===== src/rtl/mem_arb_pkg.sv =====
// rtl/mem_arb_pkg.sv - shared state type and constants for the memory port arbiter
//
// Contents:
//   arb_state_t : arbiter FSM states (IDLE, IF_WAIT, D0_WAIT, D1_WAIT)
//   BE_W        : byte-enable width of the 32-bit memory port
//   BE_WORD     : full-word byte enable
//   BE_BYTE0    : byte enable for lane 0, shifted by the byte offset
//   DW_STRIDE   : address step between the two beats of a double-word access
package mem_arb_pkg;

    typedef enum logic [1:0] {
        IDLE    = 2'd0,
        IF_WAIT = 2'd1,
        D0_WAIT = 2'd2,
        D1_WAIT = 2'd3
    } arb_state_t;

    localparam int            BE_W      = 4;
    localparam logic [BE_W-1:0] BE_WORD  = 4'hF;
    localparam logic [BE_W-1:0] BE_BYTE0 = 4'h1;
    localparam int            DW_STRIDE = 4;

endpackage


===== src/rtl/mem_port_arbiter_if.sv =====
// rtl/mem_port_arbiter_if.sv - single 32-bit memory port bundle
//
// Signals:
//   mem_req   : beat request, held until mem_ack
//   mem_we    : beat is a write
//   mem_be    : byte enables
//   mem_addr  : word-aligned byte address
//   mem_wdata : write data
//   mem_rdata : read data, valid with mem_ack
//   mem_ack   : beat complete
// Modports:
//   master : arbiter side (drives the request fields)
//   slave  : memory side (drives rdata/ack)
interface mem_port_arbiter_if #(
    parameter int ADDR_W = 32,
    parameter int DATA_W = 32
) ();
    import mem_arb_pkg::*;

    logic              mem_req;
    logic              mem_we;
    logic [BE_W-1:0]   mem_be;
    logic [ADDR_W-1:0] mem_addr;
    logic [DATA_W-1:0] mem_wdata;
    logic [DATA_W-1:0] mem_rdata;
    logic              mem_ack;

    modport master (
        output mem_req,
        output mem_we,
        output mem_be,
        output mem_addr,
        output mem_wdata,
        input  mem_rdata,
        input  mem_ack
    );

    modport slave (
        input  mem_req,
        input  mem_we,
        input  mem_be,
        input  mem_addr,
        input  mem_wdata,
        output mem_rdata,
        output mem_ack
    );

endinterface


===== src/rtl/mem_lane_align.sv =====
// rtl/mem_lane_align.sv - byte-lane steering for the 32-bit memory port
//
// Purely combinational.
// Ports:
//   byte_sel  : in  address bits [1:0] of the access
//   is_byte   : in  access is a single byte
//   wdata_in  : in  store word from the requester
//   rdata_in  : in  word returned by memory
//   be        : out byte enables (one lane for bytes, all four otherwise)
//   wdata_out : out store word, byte replicated on all lanes for byte stores
//   rdata_out : out load word, selected lane zero-extended for byte loads
module mem_lane_align
    import mem_arb_pkg::*;
(
    input  logic [1:0]      byte_sel,
    input  logic            is_byte,
    input  logic [31:0]     wdata_in,
    input  logic [31:0]     rdata_in,
    output logic [BE_W-1:0] be,
    output logic [31:0]     wdata_out,
    output logic [31:0]     rdata_out
);

    always_comb begin
        be        = BE_WORD;
        wdata_out = wdata_in;
        rdata_out = rdata_in;
        if (is_byte) begin
            be        = BE_BYTE0 << byte_sel;
            // Replicating the byte lets memory pick whichever lane be selects.
            wdata_out = {4{wdata_in[7:0]}};
            case (byte_sel)
                2'd0:    rdata_out = {24'h0, rdata_in[7:0]};
                2'd1:    rdata_out = {24'h0, rdata_in[15:8]};
                2'd2:    rdata_out = {24'h0, rdata_in[23:16]};
                default: rdata_out = {24'h0, rdata_in[31:24]};
            endcase
        end
    end

endmodule


===== src/rtl/mem_port_arbiter.sv =====
// rtl/mem_port_arbiter.sv - shares one 32-bit memory port between fetch and MEM-stage data
//
// Optional feature macro: ALIGN_CHECK_EN (adds ex_misalign and faults misaligned
// word/double-word accesses; without it the low address bits are forced to zero).
// Ports:
//   clk, rst     : clock, synchronous active-high reset
//   if_req/if_addr, if_rdata/if_valid : fetch request and one-cycle result pulse
//   ex_req/ex_we/ex_byte/ex_dw/ex_addr/ex_wdata : data request (held until ex_done)
//   ex_rdata/ex_done : 64-bit load result and one-cycle completion pulse
//   ex_misalign  : fault pulse alongside ex_done (ALIGN_CHECK_EN only)
//   stall_if, stall_mem : per-requester stalls for the pipeline
//   mem          : memory port bundle (master side), all fields registered
module mem_port_arbiter
    import mem_arb_pkg::*;
#(
    parameter int ADDR_W = 32,
    parameter int DATA_W = 32
) (
    input  logic                clk,
    input  logic                rst,
    input  logic                if_req,
    input  logic [ADDR_W-1:0]   if_addr,
    output logic [DATA_W-1:0]   if_rdata,
    output logic                if_valid,
    input  logic                ex_req,
    input  logic                ex_we,
    input  logic                ex_byte,
    input  logic                ex_dw,
    input  logic [ADDR_W-1:0]   ex_addr,
    input  logic [2*DATA_W-1:0] ex_wdata,
    output logic [2*DATA_W-1:0] ex_rdata,
    output logic                ex_done,
`ifdef ALIGN_CHECK_EN
    output logic                ex_misalign,
`endif
    output logic                stall_if,
    output logic                stall_mem,
    mem_port_arbiter_if.master  mem
);

    arb_state_t state, state_n;

    logic              req_q, req_n;
    logic              we_q, we_n;
    logic [BE_W-1:0]   be_q, be_n;
    logic [ADDR_W-1:0] addr_q, addr_n;
    logic [DATA_W-1:0] wdata_q, wdata_n;

    logic [DATA_W-1:0]   if_rdata_n;
    logic                if_valid_n;
    logic                ex_done_n;
    logic [2*DATA_W-1:0] ex_rdata_n;
    logic                pref_if, pref_if_n;

    // Request fields captured at grant; the requester may change its inputs afterwards.
    logic              lat_byte, lat_byte_n;
    logic              lat_dw, lat_dw_n;
    logic [1:0]        lat_sel, lat_sel_n;
    logic [DATA_W-1:0] lat_whi, lat_whi_n;

    logic              grant_if, grant_ex;
    logic [ADDR_W-1:0] data_addr;
    logic              lane_byte;
    logic [1:0]        lane_sel;
    logic [BE_W-1:0]   lane_be;
    logic [31:0]       lane_wdata;
    logic [31:0]       lane_rdata;
    logic              unused_if_lsb;

`ifdef ALIGN_CHECK_EN
    logic misaligned;
    logic misalign_n;

    assign misaligned = ex_dw ? (ex_addr[2:0] != 3'b000)
                              : (!ex_byte && (ex_addr[1:0] != 2'b00));
`endif

    assign unused_if_lsb = ^if_addr[1:0];

    // Fetch wins only while it is owed a turn; otherwise data goes first.
    assign grant_if = (state == IDLE) && if_req && (!ex_req || pref_if);
    assign grant_ex = (state == IDLE) && ex_req && !grant_if;

    // Word address for the first beat; a DW always starts on an 8-byte boundary.
    assign data_addr = ex_dw ? {ex_addr[ADDR_W-1:3], 3'b000}
                             : {ex_addr[ADDR_W-1:2], 2'b00};

    // In IDLE the lane logic shapes the outgoing store from live inputs; while
    // waiting it extracts the load from the latched offset.
    assign lane_sel  = (state == IDLE) ? ex_addr[1:0] : lat_sel;
    assign lane_byte = (state == IDLE) ? (ex_byte & ~ex_dw) : lat_byte;

    mem_lane_align u_lane (
        .byte_sel  (lane_sel),
        .is_byte   (lane_byte),
        .wdata_in  (ex_wdata[DATA_W-1:0]),
        .rdata_in  (mem.mem_rdata),
        .be        (lane_be),
        .wdata_out (lane_wdata),
        .rdata_out (lane_rdata)
    );

    always_comb begin
        state_n    = state;
        req_n      = req_q;
        we_n       = we_q;
        be_n       = be_q;
        addr_n     = addr_q;
        wdata_n    = wdata_q;
        if_rdata_n = if_rdata;
        if_valid_n = 1'b0;
        ex_done_n  = 1'b0;
        ex_rdata_n = ex_rdata;
        pref_if_n  = pref_if;
        lat_byte_n = lat_byte;
        lat_dw_n   = lat_dw;
        lat_sel_n  = lat_sel;
        lat_whi_n  = lat_whi;
`ifdef ALIGN_CHECK_EN
        misalign_n = 1'b0;
`endif
        case (state)
            IDLE: begin
                if (grant_if) begin
                    state_n   = IF_WAIT;
                    req_n     = 1'b1;
                    we_n      = 1'b0;
                    be_n      = BE_WORD;
                    addr_n    = {if_addr[ADDR_W-1:2], 2'b00};
                    pref_if_n = 1'b0;
                end else if (grant_ex) begin
                    lat_byte_n = ex_byte & ~ex_dw;
                    lat_dw_n   = ex_dw;
                    lat_sel_n  = ex_addr[1:0];
                    lat_whi_n  = ex_wdata[2*DATA_W-1:DATA_W];
`ifdef ALIGN_CHECK_EN
                    if (misaligned) begin
                        // Fault without touching memory; stay in IDLE.
                        ex_done_n  = 1'b1;
                        misalign_n = 1'b1;
                        if (if_req) pref_if_n = 1'b1;
                    end else
`endif
                    begin
                        state_n = D0_WAIT;
                        req_n   = 1'b1;
                        we_n    = ex_we;
                        be_n    = lane_be;
                        addr_n  = data_addr;
                        wdata_n = lane_wdata;
                    end
                end
            end
            IF_WAIT: begin
                if (mem.mem_ack) begin
                    req_n      = 1'b0;
                    if_rdata_n = mem.mem_rdata;
                    if_valid_n = 1'b1;
                    state_n    = IDLE;
                end
            end
            D0_WAIT: begin
                if (req_q && mem.mem_ack) begin
                    req_n = 1'b0;
                    if (!we_q) ex_rdata_n[DATA_W-1:0] = lane_rdata;
                    if (lat_dw) begin
                        // Second beat goes out after one idle cycle on the port.
                        state_n = D1_WAIT;
                        addr_n  = addr_q + ADDR_W'(DW_STRIDE);
                        wdata_n = lat_whi;
                    end else begin
                        ex_done_n = 1'b1;
                        state_n   = IDLE;
                        if (if_req) pref_if_n = 1'b1;
                    end
                end
            end
            D1_WAIT: begin
                if (!req_q) begin
                    req_n = 1'b1;
                end else if (mem.mem_ack) begin
                    req_n = 1'b0;
                    if (!we_q) ex_rdata_n[2*DATA_W-1:DATA_W] = mem.mem_rdata;
                    ex_done_n = 1'b1;
                    state_n   = IDLE;
                    if (if_req) pref_if_n = 1'b1;
                end
            end
            default: state_n = IDLE;
        endcase
    end

    always_ff @(posedge clk) begin
        if (rst) begin
            state    <= IDLE;
            req_q    <= 1'b0;
            we_q     <= 1'b0;
            be_q     <= '0;
            addr_q   <= '0;
            wdata_q  <= '0;
            if_rdata <= '0;
            if_valid <= 1'b0;
            ex_done  <= 1'b0;
            ex_rdata <= '0;
            pref_if  <= 1'b0;
            lat_byte <= 1'b0;
            lat_dw   <= 1'b0;
            lat_sel  <= '0;
            lat_whi  <= '0;
`ifdef ALIGN_CHECK_EN
            ex_misalign <= 1'b0;
`endif
        end else begin
            state    <= state_n;
            req_q    <= req_n;
            we_q     <= we_n;
            be_q     <= be_n;
            addr_q   <= addr_n;
            wdata_q  <= wdata_n;
            if_rdata <= if_rdata_n;
            if_valid <= if_valid_n;
            ex_done  <= ex_done_n;
            ex_rdata <= ex_rdata_n;
            pref_if  <= pref_if_n;
            lat_byte <= lat_byte_n;
            lat_dw   <= lat_dw_n;
            lat_sel  <= lat_sel_n;
            lat_whi  <= lat_whi_n;
`ifdef ALIGN_CHECK_EN
            ex_misalign <= misalign_n;
`endif
        end
    end

    assign mem.mem_req   = req_q;
    assign mem.mem_we    = we_q;
    assign mem.mem_be    = be_q;
    assign mem.mem_addr  = addr_q;
    assign mem.mem_wdata = wdata_q;

    assign stall_if  = if_req & ~if_valid;
    assign stall_mem = ex_req & ~ex_done;

endmodule


===== src/flat_wrapper.sv =====
// flat-port wrapper written by rule: the top's interface ports become plain ports
module mem_port_arbiter_flat import mem_arb_pkg::*;
#(
    parameter int ADDR_W = 32,
    parameter int DATA_W = 32
)
  (clk, rst, if_req, if_addr, if_rdata, if_valid, ex_req, ex_we, ex_byte, ex_dw, ex_addr, ex_wdata, ex_rdata, ex_done, stall_if, stall_mem, mem_mem_req, mem_mem_we, mem_mem_be, mem_mem_addr, mem_mem_wdata, mem_mem_rdata, mem_mem_ack);
  mem_port_arbiter_if #(.ADDR_W(ADDR_W), .DATA_W(DATA_W)) mem_i ();
  input  logic clk;
  input  logic rst;
  input  logic if_req;
  input  logic [ADDR_W-1:0] if_addr;
  output logic [DATA_W-1:0] if_rdata;
  output logic if_valid;
  input  logic ex_req;
  input  logic ex_we;
  input  logic ex_byte;
  input  logic ex_dw;
  input  logic [ADDR_W-1:0] ex_addr;
  input  logic [2*DATA_W-1:0] ex_wdata;
  output logic [2*DATA_W-1:0] ex_rdata;
  output logic ex_done;
  output logic stall_if;
  output logic stall_mem;
  output wire logic [$bits(mem_i.mem_req)-1:0] mem_mem_req;
  output wire logic [$bits(mem_i.mem_we)-1:0] mem_mem_we;
  output wire logic [$bits(mem_i.mem_be)-1:0] mem_mem_be;
  output wire logic [$bits(mem_i.mem_addr)-1:0] mem_mem_addr;
  output wire logic [$bits(mem_i.mem_wdata)-1:0] mem_mem_wdata;
  input wire logic [$bits(mem_i.mem_rdata)-1:0] mem_mem_rdata;
  input wire logic [$bits(mem_i.mem_ack)-1:0] mem_mem_ack;
  assign mem_mem_req = mem_i.mem_req;
  assign mem_mem_we = mem_i.mem_we;
  assign mem_mem_be = mem_i.mem_be;
  assign mem_mem_addr = mem_i.mem_addr;
  assign mem_mem_wdata = mem_i.mem_wdata;
  assign mem_i.mem_rdata = mem_mem_rdata;
  assign mem_i.mem_ack = mem_mem_ack;
  mem_port_arbiter #(.ADDR_W(ADDR_W), .DATA_W(DATA_W)) u_core (.clk(clk), .rst(rst), .if_req(if_req), .if_addr(if_addr), .if_rdata(if_rdata), .if_valid(if_valid), .ex_req(ex_req), .ex_we(ex_we), .ex_byte(ex_byte), .ex_dw(ex_dw), .ex_addr(ex_addr), .ex_wdata(ex_wdata), .ex_rdata(ex_rdata), .ex_done(ex_done), .stall_if(stall_if), .stall_mem(stall_mem), .mem(mem_i));
endmodule

===== config.mk =====
export PLATFORM = sky130hd
export DESIGN_NAME = mem_port_arbiter_flat
export DESIGN_NICKNAME = d
export VERILOG_FILES = /design/src/rtl/mem_arb_pkg.sv /design/src/rtl/mem_port_arbiter_if.sv /design/src/rtl/mem_lane_align.sv /design/src/rtl/mem_port_arbiter.sv /design/src/flat_wrapper.sv
export SDC_FILE = /design/constraint.sdc
export NUM_CORES = 1
export LEC_CHECK = 0
export ABC_AREA = 1
export CORE_ASPECT_RATIO = 0.8
export CORE_MARGIN = 2
export CORE_UTILIZATION = 40
export CTS_CLUSTER_SIZE = 16
export DETAILED_ROUTE_END_ITERATION = 6
export PLACE_DENSITY = 0.83
export SLEW_MARGIN = 20
export SYNTH_ARGS = -nofsm -noshare
export SYNTH_HDL_FRONTEND = slang
export SYNTH_SLANG_ARGS = --single-unit

===== constraint.sdc =====
create_clock -name clk -period 2 [get_ports clk]
set_input_delay 0.3 -clock clk [delete_from_list [all_inputs] [get_ports clk]]
set_output_delay 0.3 -clock clk [all_outputs]
set_load 0.01 [all_outputs]

==> results list <==
* Critical hold path startpoint: ex_we
- Counting every instance in the synthesized netlist gives 1392.
- The critical path goes through clkdlybuf4s50_1.
- Grouping stages by cell kind, the critical path spends the most delay in buffers and inverters.
- The final count of pins violating max slew is 0.
* Sequential fraction of design power: 32.9%
* Distinct cell type count after synthesis: 40
* Shortest period the worst path allows: about 2.0 ns
- Final hold violation count: 0
- In this run the clock root is driven by a sky130_fd_sc_hd__clkbuf_16.
- Between clock sinks in the finished design, the worst skew comes to about 0.014 ns.
- Switching component of the power: approximately 0.0063 W
* Max Buffers Root-to-Sink: 3
* Layout cell share with drive strength beyond 1: under 10%
- Routability-driven placement finished with a final weighted congestion of slightly above 0.9.
* Area used by multi-input combinational logic: between 4000 and 5000 um^2
- Count of buffers from port buffering: ~330
* Final setup vio count: 0
* Outcome: complete, no violations
- Register clock-pin slew on the reported worst setup and hold paths: 0.06 ns
- After layout, the design draws a total of around 0.017 W.
- Setup repair after global routing left no endpoint under its margin.
- Static power due to leakage: roughly 5.7 nW
- DRC: 0
- In this run the post-CTS setup repair buffer count came out at 0.
* Core ar.: ~24000 um^2
* First-pass DRT Iterations: 5
* Buf/Inv on CP: 1
- The synthesized netlist occupies a cell area of a little under 10000 um^2.
- Fraction of power spent switching nets: 36.87%
- In this run the critical register-to-register path is launched from u_core.state[1].
- Wire length of the first global-routing pass: about 53000 um
- Insertion delay to the later sink of the worst-skew pair: around 0.52 ns
- Number of antenna-violating nets in the routed design: 0
- Of the synthesized area, sequential elements account for a little over two fifths.
- Initial Util: 41.12%
* Cell row count: 50
- Yosys printed 0 warnings.
- TritonCTS created 22 clock buffers.
- STA puts the critical path data arrival time at 1.68 ns.
- The number of gates resized after CTS was 1.
- Yosys reg bits: roughly 210
- Data required time of the worst path: between 1.5 and 2 ns
* Initial antenna violation count: 2
- Routed wirelength normalized by instance count: around 17 um
- Fraction of power consumed by combinational cells: between 40% and 50%
- Mean number of vias per cell: ~5.2
- Entering global routing, the biggest net connects 99 pins.
- For this run, the total global-route usage over all layers was measured as 25.99%.
- The worst hold path belongs to the class primary input to flip-flop.
- Setup WS pre-CTS: -0.05196 ns
- The area growth from synthesis to layout is 48.14%.
- Max-cap violations in this run came to 0.
- The floorplan step set the die height to between 100 and 150 um.
* TritonCTS clock tree: yes
- Min Hold Slack: around 0.37 ns
- Maximum VDD drop: between 0.7 and 0.8 mV
- For this run the aggregate overflow at the end of global routing stands at 0.
- Biggest cell delay along the critical path: approximately 0.65 ns
- CTS saw 205 sinks.
- Via Count: 10750
* Die span in x: between 150 and 200 um
- CTS HTree Levels: 1
- The sequential cells in the finished layout cover a total of just over 4000 um^2.
* Internal cell power: approximately 0.011 W
- Final-stage net count: around 1900
- For this run, the top clock speed supported by timing is between 500 and 600 MHz.
* Clock power share: between 20% and 30%
- DP Wirelength: 25400 um
* Layout fillers: 2020
- Top-Level Pins: 338
- Critical-path cell with the highest stage delay: sky130_fd_sc_hd__clkdlybuf4s50_1
- The worst path meets setup with 0.01815 ns of slack.
* Detailed-route wire length: 34730 um
* Mean post-synth cell area: 6.968 um^2
* Kind of critical path: flip-flop to primary output
- The worst setup path is captured at a primary output.
* Hold-fix buffer count after cts: 0
- Cells fill 60.92% of the core in the end.
- Dividing total power by cell area gives a power density of roughly 1200 nW/um^2.
- STA classifies the critical path startpoint as a flip-flop.
- Of all nets on the critical path, the largest fanout is 4.
- The via count of the first global-routing pass came to 10190.
- CP startpoint: u_core.mem.mem_we
- For this block, the initial DRC count from the detailed router was about 750.
- DIE AREA: around 26000 um^2
* Final cycle utilization of the critical path: just under 100%
==> flip-flops by register name, indices dropped and copies added (netlist names) <==
| name | count |
|---|---|
| u_core.lat_byte | 1 |
| u_core.lat_whi | 32 |
| u_core.state | 2 |
| u_core.mem.mem_we | 1 |
| u_core.ex_done | 1 |
| u_core.lat_sel | 2 |
| u_core.mem.mem_addr | 30 |
| u_core.lat_dw | 1 |
| u_core.mem.mem_wdata | 32 |
| u_core.if_rdata | 32 |
| u_core.pref_if | 1 |
| u_core.mem.mem_req | 1 |
| u_core.ex_rdata | 64 |
| u_core.mem.mem_be | 4 |
| u_core.if_valid | 1 |
==> power by group through the flow <==
stage | combinational [W] | sequential [W] | clock (W)
2_1_floorplan | 0.00381 | 0.00584 | 0
3_3_place_gp | 0.00685 | 0.00565 | 0
3_5_place_dp | 0.00702 | 0.00568 | 0
4_1_cts | 0.00709 | 0.00561 | 0.00434
5_1_grt | 0.00788 | 0.00573 | 0.00450
6_report | 0.00719 | 0.00563 | 0.00429
==> cell families after synthesis <==
family                     share of synthesized area (%)
DFF                                                42.31
buffers and inverters                              10.04
other                                            0.03866
xor gates and xnor gates                          0.4515
and+or+nand+nor                                    23.32
AOI/OAI and AO/OA                                  22.94
adders and majority gates                         0.9030
==> final timing paths <==
kind,to,slack [ns],depth (start not counted)
worst max-delay path,mem_mem_we,0.02,1
worst min-delay path,u_core.mem.mem_we,0.37,3
worst max register to register,u_core.mem.mem_addr[14],0.15,10
worst min register to register,u_core.lat_whi[9],0.44,2
==> metal layers <==
metal	global-route usage [%]	routed length [um]	vias up
met2	43.82	16180	478
li1	-	-	5219
met4	10.70	1403	0
met3	5.564	2921	91
met1	32.21	14220	4960
met5	0	0	-
==> placed cells by master, fill, tap and decap left out, types with 17 or more instances in the layout <==
master | netlist | final
sky130_fd_sc_hd__inv_1 | 110 | 106
sky130_fd_sc_hd__clkbuf_16 | 0 | 22
sky130_fd_sc_hd__o21ai_1 | 50 | 53
sky130_fd_sc_hd__a21oi_1 | 129 | 129
sky130_fd_sc_hd__dfxtp_1 | 205 | 205
sky130_fd_sc_hd__buf_12 | 0 | 17
sky130_fd_sc_hd__clkdlybuf4s50_1 | 0 | 333
sky130_fd_sc_hd__nor2_1 | 265 | 264
sky130_fd_sc_hd__o21ai_0 | 212 | 209
sky130_fd_sc_hd__buf_4 | 8 | 40
sky130_fd_sc_hd__nand3_1 | 62 | 62
sky130_fd_sc_hd__nand2_1 | 185 | 183
sky130_fd_sc_hd__a22oi_1 | 24 | 24
==> through the flow <==
stage / cell area (um^2) / std cells / setup TNS [ns]
2_1_floorplan: 9703 / 1393 / 0
3_3_place_gp: 13560 / 2009 / -0.001716
3_5_place_dp: 13560 / 2009 / -0.5215
4_1_cts: 14320 / 2047 / 0
5_1_grt: 14370 / 2049 / 0
6_report: 14370 / 2049 / 0
==> synthesized netlist by cell type (all sizes together) <==
cell type	number	area share, %
clkbuf	42	1.6
a31oi	1	0.065
clkinv	2	0.13
nor2	272	11
o211ai	3	0.28
nor3	4	0.43
nand4	3	0.19
a22oi	24	1.9
ha	7	0.90
o21bai	4	0.31
dfxtp	205	42
conb	1	0.039
xor2	5	0.45
buf	44	3.8
inv	116	4.5
o21ai	264	14
nand3	67	3.8
nand3b	1	0.077
o22ai	1	0.065
or2	5	0.32
a21oi	129	6.7
nand2	192	7.7
==> final cells by class <==
type	count	share of cell area (%)
sequential	205	28.56
timing repair buffer	390	27.66
multi-input combinational	984	32.61
clock inverter	9	0.9491
antenna	2	0.03483
tap	312	2.717
inverter	118	3.178
clock buffer	29	4.293
Power figures use the tool's default switching activity.
